<file path="config.mk">
export PLATFORM = sky130hd
export DESIGN_NAME = pipe_ctrl
export DESIGN_NICKNAME = d
export VERILOG_FILES = /design/src/rtl/pipe_ctrl.sv
export SDC_FILE = /design/constraint.sdc
export NUM_CORES = 1
export LEC_CHECK = 0
export BUFFER_PORTS_ARGS = -buffer_cell sky130_fd_sc_hd__buf_2
export CORE_ASPECT_RATIO = 1.4
export CORE_UTILIZATION = 45
export DETAILED_ROUTE_END_ITERATION = 8
export PLACE_DENSITY = 0.79
export SETUP_SLACK_MARGIN = 0.15
export SLEW_MARGIN = 5
export SYNTH_ARGS = -nofsm -noshare
export SYNTH_HDL_FRONTEND = slang
export SYNTH_SLANG_ARGS = --single-unit
</file>
<file path="constraint.sdc">
create_clock -name clk_i -period 1.6 [get_ports clk_i]
set_input_delay 0.08 -clock clk_i [delete_from_list [all_inputs] [get_ports clk_i]]
set_output_delay 0.08 -clock clk_i [all_outputs]
set_load 0.02 [all_outputs]
</file>
<file path="src/rtl/pipe_ctrl.sv">
// Pipeline stall/flush/forward sequencer for the 5-stage RV32I core.
// Ports: hazard regs in, F/D/E/M/W stall/flush/enable and fwd selects out.
// Optional perf counters (StallCnt_o, FlushCnt_o) under PIPE_CTRL_PERF_EN.
module pipe_ctrl #(
  parameter int REGISTER_ADDRESS_WIDTH = 5,
  parameter int FLUSH_CYCLES = 4,
  parameter int MEM_TIMEOUT = 64
) (
  input  logic clk_i,
  input  logic rst_ni,
  input  logic [REGISTER_ADDRESS_WIDTH-1:0] Rs1D_i,
  input  logic [REGISTER_ADDRESS_WIDTH-1:0] Rs2D_i,
  input  logic [REGISTER_ADDRESS_WIDTH-1:0] Rs1E_i,
  input  logic [REGISTER_ADDRESS_WIDTH-1:0] Rs2E_i,
  input  logic [REGISTER_ADDRESS_WIDTH-1:0] RdE_i,
  input  logic [REGISTER_ADDRESS_WIDTH-1:0] RdM_i,
  input  logic [REGISTER_ADDRESS_WIDTH-1:0] RdW_i,
  input  logic RegWriteM_i,
  input  logic RegWriteW_i,
  input  logic [1:0] ResultSrcE_i,
  input  logic PCSrcE_i,
  input  logic MemReqM_i,
  input  logic MemReadyM_i,
  output logic StallF_o,
  output logic StallD_o,
  output logic StallE_o,
  output logic FlushD_o,
  output logic FlushE_o,
  output logic FlushW_o,
  output logic EnM_o,
  output logic [1:0] ForwardAE_o,
  output logic [1:0] ForwardBE_o,
  output logic MemErr_o
`ifdef PIPE_CTRL_PERF_EN
  ,
  output logic [31:0] StallCnt_o,
  output logic [31:0] FlushCnt_o
`endif
);

  localparam int BW = (FLUSH_CYCLES > 1) ? $clog2(FLUSH_CYCLES) : 1;
  localparam int WW = $clog2(MEM_TIMEOUT) + 1;
  localparam logic [BW-1:0] BOOT_INIT = BW'(FLUSH_CYCLES - 1);
  localparam logic [WW-1:0] WAIT_LAST = WW'(MEM_TIMEOUT - 1);

  typedef enum logic [1:0] {
    BOOT,
    RUN,
    MEM_WAIT
  } state_e;

  state_e state_q, state_d;
  logic [BW-1:0] boot_q, boot_d;
  logic [WW-1:0] wait_q, wait_d;
  logic err_q, err_d;

  logic lw_stall;
  logic mem_stall;
  logic timeout;
  logic hold;

  assign lw_stall = (ResultSrcE_i == 2'b01) && (RdE_i != '0) &&
                    ((RdE_i == Rs1D_i) || (RdE_i == Rs2D_i));
  assign mem_stall = MemReqM_i && !MemReadyM_i;
  assign timeout = (state_q == MEM_WAIT) && (wait_q == WAIT_LAST) &&
                   !MemReadyM_i;
  // A timeout forces one release cycle even though memory is still busy.
  assign hold = mem_stall && !timeout;

  always_comb begin
    ForwardAE_o = 2'b00;
    ForwardBE_o = 2'b00;
    if (RegWriteM_i && (RdM_i != '0) && (RdM_i == Rs1E_i))
      ForwardAE_o = 2'b10;
    else if (RegWriteW_i && (RdW_i != '0) && (RdW_i == Rs1E_i))
      ForwardAE_o = 2'b01;
    if (RegWriteM_i && (RdM_i != '0) && (RdM_i == Rs2E_i))
      ForwardBE_o = 2'b10;
    else if (RegWriteW_i && (RdW_i != '0) && (RdW_i == Rs2E_i))
      ForwardBE_o = 2'b01;
  end

  always_comb begin
    StallF_o = 1'b0;
    StallD_o = 1'b0;
    StallE_o = 1'b0;
    FlushD_o = 1'b0;
    FlushE_o = 1'b0;
    FlushW_o = 1'b0;
    EnM_o    = 1'b1;
    if (state_q == BOOT) begin
      StallF_o = 1'b1;
      FlushD_o = 1'b1;
      FlushE_o = 1'b1;
      FlushW_o = 1'b1;
    end else if (hold) begin
      // Memory freeze wins; the E-stage branch re-resolves after release.
      StallF_o = 1'b1;
      StallD_o = 1'b1;
      StallE_o = 1'b1;
      FlushW_o = 1'b1;
      EnM_o    = 1'b0;
    end else begin
      StallF_o = lw_stall;
      StallD_o = lw_stall;
      FlushD_o = PCSrcE_i;
      FlushE_o = lw_stall | PCSrcE_i;
    end
  end

  always_comb begin
    state_d = state_q;
    boot_d  = boot_q;
    wait_d  = wait_q;
    err_d   = err_q;
    case (state_q)
      BOOT: begin
        if (boot_q == '0) state_d = RUN;
        else boot_d = boot_q - BW'(1);
      end
      RUN: begin
        if (mem_stall) begin
          state_d = MEM_WAIT;
          wait_d  = WW'(1);
        end
      end
      MEM_WAIT: begin
        if (timeout) begin
          err_d   = 1'b1;
          state_d = RUN;
          wait_d  = '0;
        end else if (!mem_stall) begin
          state_d = RUN;
          wait_d  = '0;
        end else begin
          wait_d = wait_q + WW'(1);
        end
      end
      default: state_d = BOOT;
    endcase
  end

  always_ff @(posedge clk_i or negedge rst_ni) begin
    if (!rst_ni) begin
      state_q <= BOOT;
      boot_q  <= BOOT_INIT;
      wait_q  <= '0;
      err_q   <= 1'b0;
    end else begin
      state_q <= state_d;
      boot_q  <= boot_d;
      wait_q  <= wait_d;
      err_q   <= err_d;
    end
  end

  assign MemErr_o = err_q;

`ifdef PIPE_CTRL_PERF_EN
  logic [31:0] stall_cnt_q;
  logic [31:0] flush_cnt_q;

  always_ff @(posedge clk_i or negedge rst_ni) begin
    if (!rst_ni) begin
      stall_cnt_q <= '0;
      flush_cnt_q <= '0;
    end else begin
      if ((state_q != BOOT) && StallF_o && (stall_cnt_q != '1))
        stall_cnt_q <= stall_cnt_q + 32'd1;
      if ((state_q == RUN) && PCSrcE_i && !mem_stall &&
          (flush_cnt_q != '1))
        flush_cnt_q <= flush_cnt_q + 32'd1;
    end
  end

  assign StallCnt_o = stall_cnt_q;
  assign FlushCnt_o = flush_cnt_q;
`endif

endmodule

</file>
After elaboration in Yosys (flattened, before gate mapping). Cells that the tools add are included.

Register bits: 12. Input bits: 44. Output and inout bits: 12. Logic and storage cells: 71.

Add/sub/neg operators: 2. Equality and inequality tests: 13. Mux-type cells: 25. Bitwise gates (word level): 2. Reduce and logical (&&, ||, !) cells: 25.

Operator list (count): 5-bit equality test (6); 7-bit two-way mux (3); 5-bit nonzero test (3); 1-bit two-way mux (14); 7-bit one-hot mux with 2 select lines (1); 1-bit logical AND (12); 2-bit two-way mux (6); 7-bit by 1-bit adder with 7-bit output (second input constant) (1); 7-bit by 6-bit equality test with 1-bit output (second input constant) (1); 2-bit one-hot mux with 3 select lines (1); 2-bit AND reduction (3); 2-bit by 1-bit equality test with 1-bit output (second input constant) (2); 2-bit zero test (2); 3-bit inequality test (second input constant) (1); 3-bit AND reduction (1); 2-bit equality test (second input constant) (1); 1-bit zero test (2); 2-bit by 1-bit inequality test with 1-bit output (second input constant) (1); 2-bit inequality test (second input constant) (1); 2-bit nonzero test (1); 2-bit by 1-bit subtractor with 2-bit output (second input constant) (1); 1-bit logical OR (1); 1-bit inverter (1); 1-bit OR (1).

Logic depth before layout (Yosys ltp).
Word-level depth: 7. Mapped depth: 6. Mapped depth without buffers: 5.

Worst setup path after synthesis. No wires, ideal clock.

Path type: register -> output. Start point: register wait_q[0]. End point: output port FlushE_o. Arrival: 1670 ps. Data required time: 1520 ps. Setup slack: -150 ps. Cell stages (with the launch flop): 6. Buffers on the path: 0. Path through: dfrtp_1 ha_1 nand3_1 o311ai_1 nand3b_1 o21ai_0.

Word-level cells in the longest chain between the ends: 7.

RTL lines: start, declared (line 54) `logic [WW-1:0] wait_q, wait_d;`; start signal, assigned (line 152) `wait_q <= wait_d;`; 7-bit by 6-bit equality test with 1-bit output (line 65) `assign timeout = (state_q == MEM_WAIT) && (wait_q == WAIT_LAST) &&`; 1-bit logical AND (2 in series) (line 65); 1-bit zero test (line 68) `assign hold = mem_stall && !timeout;`; 1-bit logical AND (line 68); 1-bit two-way mux (line 96) `end else if (hold) begin`; 1-bit two-way mux (line 91) `if (state_q == BOOT) begin`; end, declared (line 28) `output logic FlushE_o,`.

Every way passes these cells.

Worst setup path after layout.
Start point: register wait_q[1]. End point: output port StallF_o.

Word-level cells in the longest chain between the ends: 7.

RTL lines: 7-bit by 6-bit equality test with 1-bit output (line 65); 1-bit logical AND (2 in series) (line 65); 1-bit zero test (line 68); 1-bit logical AND (line 68); 1-bit two-way mux (line 96); 1-bit two-way mux (line 91); end, declared (line 24) `output logic StallF_o,`.

Every way passes these cells.

==> flow_metrics.py <==
metrics = {
    "status": {
        "status": "complete, but fails checks",
        "violations": "DRC, setup timing",
    },
    "floorplanning": {
        "dieHeight_um": 60.5,
        "die_area_sq_um": 2650,
        "die-width_um": 43.8,
        "rows": 20,
        "start_util_pct": 48.8,
        "num_io_pins": 56,
        "core_area_sq_um": 2250,
    },
    "setup_path": {
        "cp_max_fo": 3,
        "critical_path.top_delay_family": "simple AND/OR/NAND/NOR gates",
        "start_kind": "flop",
        "critPathBufInv": 1,
        "regToRegSetupSlack_ns": -0.11,
        "cp_slowest_stage_delay_ns": 0.41,
        "worstSetupPathType": "flop to output port",
        "crit_path_end_kind": "output port",
        "cp.arrival_ns": 1.72,
        "required_ns": 1.52,
        "reg2reg_depth": 8,
        "r2r_start": "wait_q[1]",
        "r2r-end": "wait_q[5]",
        "critical-path-slowest-cell": "dfrtp_1",
        "crit_path_cell_trace": "ha_4, nand3_4, or3_4, nor2_4, o221ai_4, buf_6",
    },
    "drt": {
        "drt-total-wl_um": 3250,
        "dr.pass1.iters": 6,
        "drc": 2,
        "detail_route.wl_per_cell_um": 14.6,
        "viasPerCell": 5.45,
        "vias": 1209,
        "drt_first_iter_violations": 33,
        "antenna_left": 0,
    },
    "logic_synthesis": {
        "syn_area_sq_um": 1100,
        "synth_async_sr_flop_share_pct": 100,
        "syn_inst": 129,
        "synth_seq_area_share_pct": 27.5,
        "syn_avg_cell_area_sq_um": 8.53,
        "yosys_most_used_dff": "dfrtp_1",
        "synth-edff-count": 0,
        "yosys_warnings": 0,
        "synthDistinctLibCells": 36,
        "synth_nets": 175,
        "synth-seq-cells": 12,
    },
    "worst_hold_path": {
        "hold_path_depth": 2,
        "hold_path_class": "input pin to flop",
        "whs_endpoint": "MemErr_o",
        "hp-start": "MemReadyM_i",
    },
    "global_routing": {
        "grt_overflow": 0,
        "grt_max_degree": 13,
        "antenna_found_initial": 0,
        "gr-usage-all-layers_pct": 25.8,
        "grt_pass1_vias": 1250,
        "grt_first_pass_wirelength_um": 5120,
    },
    "final_layout": {
        "fin_nets": 247,
        "drive_gt1_share_pct": 48.0,
        "syn_to_final_growth_pct": 60.8,
        "antenna_cells": 0,
        "fillers": 145,
        "final_util_pct": 78.5,
        "fin_cells": 222,
    },
    "cts": {
        "cts_tree": "yes",
        "clk_latency_ns": 0.27,
        "clkSinkCount": 12,
        "clk_path_buf_depth": 2,
        "clk_pin_slew_worst_paths_ns": 0.07,
        "cts-htree-levels": 1,
        "numCtsBuffers": 3,
        "cts_root_buf": "clkbuf_4",
    },
    "placed_design": {
        "dp_cells": 209,
        "port_buffers": 55,
        "place_congestion": 0.854,
        "dp_hpwl_um": 2380,
    },
    "timing": {
        "hold_violations": 0,
        "relSlewSlack_pct": 65.0,
        "worst_slack_ns": -0.197,
        "fin_crit_ns": 1.80,
        "fin_setup_tns_ns": -1.51,
        "rsz0062_at_grt": "yes",
        "post-route-period-util_pct": 112,
        "fmax_mhz": 556,
        "fin_skew_ns": 0.00379,
        "setup_viol": 13,
        "maxSlewViolCount": 0,
        "worst-slew-pin-transition_ns": 0.525,
    },
    "power_and_ir_drop": {
        "p_leak_nw": 0.763,
        "ir_drop_uv": 339,
        "total_power_mw": 0.981,
        "p_per_area_nw_per_um2": 555,
    },
    "flow_run": {
        "maxCapViolations": 0,
    },
}
==> sequential cells by signal, summed over array words and instances, names as in the netlist <==
signal / count
state_q: 2
wait_q: 7
boot_q: 2
MemErr_o: 1
==> cell families (layout without fill, tap and decap cells) <==
| group | after synthesis | in the layout | synth area share, % |
|---|---|---|---|
| xor+xnor | 36 | 36 | 28.7 |
| compound gates | 24 | 24 | 13.9 |
| fa+ha+maj | 2 | 2 | 2.27 |
| simple gates | 46 | 46 | 24.5 |
| flops | 12 | 12 | 27.5 |
| buf+inv | 9 | 80 | 3.19 |
==> cell usage after synthesis, types with 4 or more instances <==
cell type | number | area [sq um]
nand2_1 | 4 | 15.0
nor2_1 | 11 | 41.3
nor2b_1 | 4 | 25.0
xor2_1 | 24 | 210
a21oi_1 | 4 | 20.0
o21ai_0 | 7 | 35.0
xnor2_1 | 12 | 105
inv_1 | 7 | 26.3
or4_1 | 4 | 30.0
nand3_1 | 6 | 30.0
dfrtp_1 | 10 | 250
==> cell usage in the layout, fill, tap and decap left out, drive strengths merged, types with 4 or more instances in the layout <==
master,netlist,routed
buf,1,68
xor2,24,24
xnor2,12,12
nor2,11,11
dfrtp,10,10
o21ai,10,10
inv,7,7
nand3,6,6
or4,5,5
nand2,4,4
nor2b,4,4
a21oi,4,4
clkbuf,1,4
nor4,4,4
==> repair_timing <==
action,in CTS,in global routing
pin swaps,14,6
hold buffers,1,0
endpoints found under the setup margin,14,20
setup buffers,5,3
resized for setup,27,13
hold endpoints to repair,12,0
==> worst max path at each step <==
stage,end,depth (start not counted),startpoint,slack [ns]
after global routing,StallF_o,6,wait_q[1],-0.26
after detailed placement,StallF_o,6,wait_q[0],0.01
final,StallF_o,6,wait_q[1],-0.20
after CTS,StallF_o,6,wait_q[1],-0.21
after floorplan,wait_q[2],5,wait_q[0],0.15
after global placement,StallF_o,6,wait_q[0],0.05
==> per-stage QoR <==
step / hold WS [ns] / setup WS (ns) / area (sq um)
finish: 0.0331 / -0.197 / 1770
global route: 0.0312 / -0.264 / 1770
CTS: 0.0200 / -0.209 / 1680
detailed placement: -0.0329 / 0.0101 / 1490
global placement: -0.0307 / 0.0528 / 1490
floorplan: -0.216 / 0.155 / 1150
==> layer usage <==
metal  share of wire, %  GRT usage, %  wire length (um)  vias up
met1                 35          24.5              1140      566
met5                  0             0                 0        -
met3                3.0          3.57                98        7
met4                2.0          8.48                65        0
met2                 60          54.4              1940       38
li1                   -             -                 -      598
==> cell type report <==
type / instances / area, sq um / area share [%]
tap: 22 / 27.5 / 1.56
sequential: 12 / 303 / 17.1
timing repair buffer: 69 / 454 / 25.7
clock buffer: 4 / 36.3 / 2.05
multi-input combinational: 108 / 921 / 52.1
inverter: 7 / 26.3 / 1.49
==> worst reg2reg max path, stage by stage, from the launching register on <==
cell     delay (ns)
dfrtp_1        0.41
ha_4           0.17
nand3_4        0.09
buf_4          0.15
buf_6          0.10
buf_6          0.11
o31a_1         0.28
o21ai_2        0.22
nor2_1         0.07
==> report_power, final <==
group	internal, mW	leakage, nW	total (mW)	switching, mW
logic	0.195	0.596	0.404	0.209
clock network	0.138	0.0210	0.239	0.101
registers	0.316	0.146	0.337	0.0210
No activity file was read; power rests on OpenSTA's default activity.
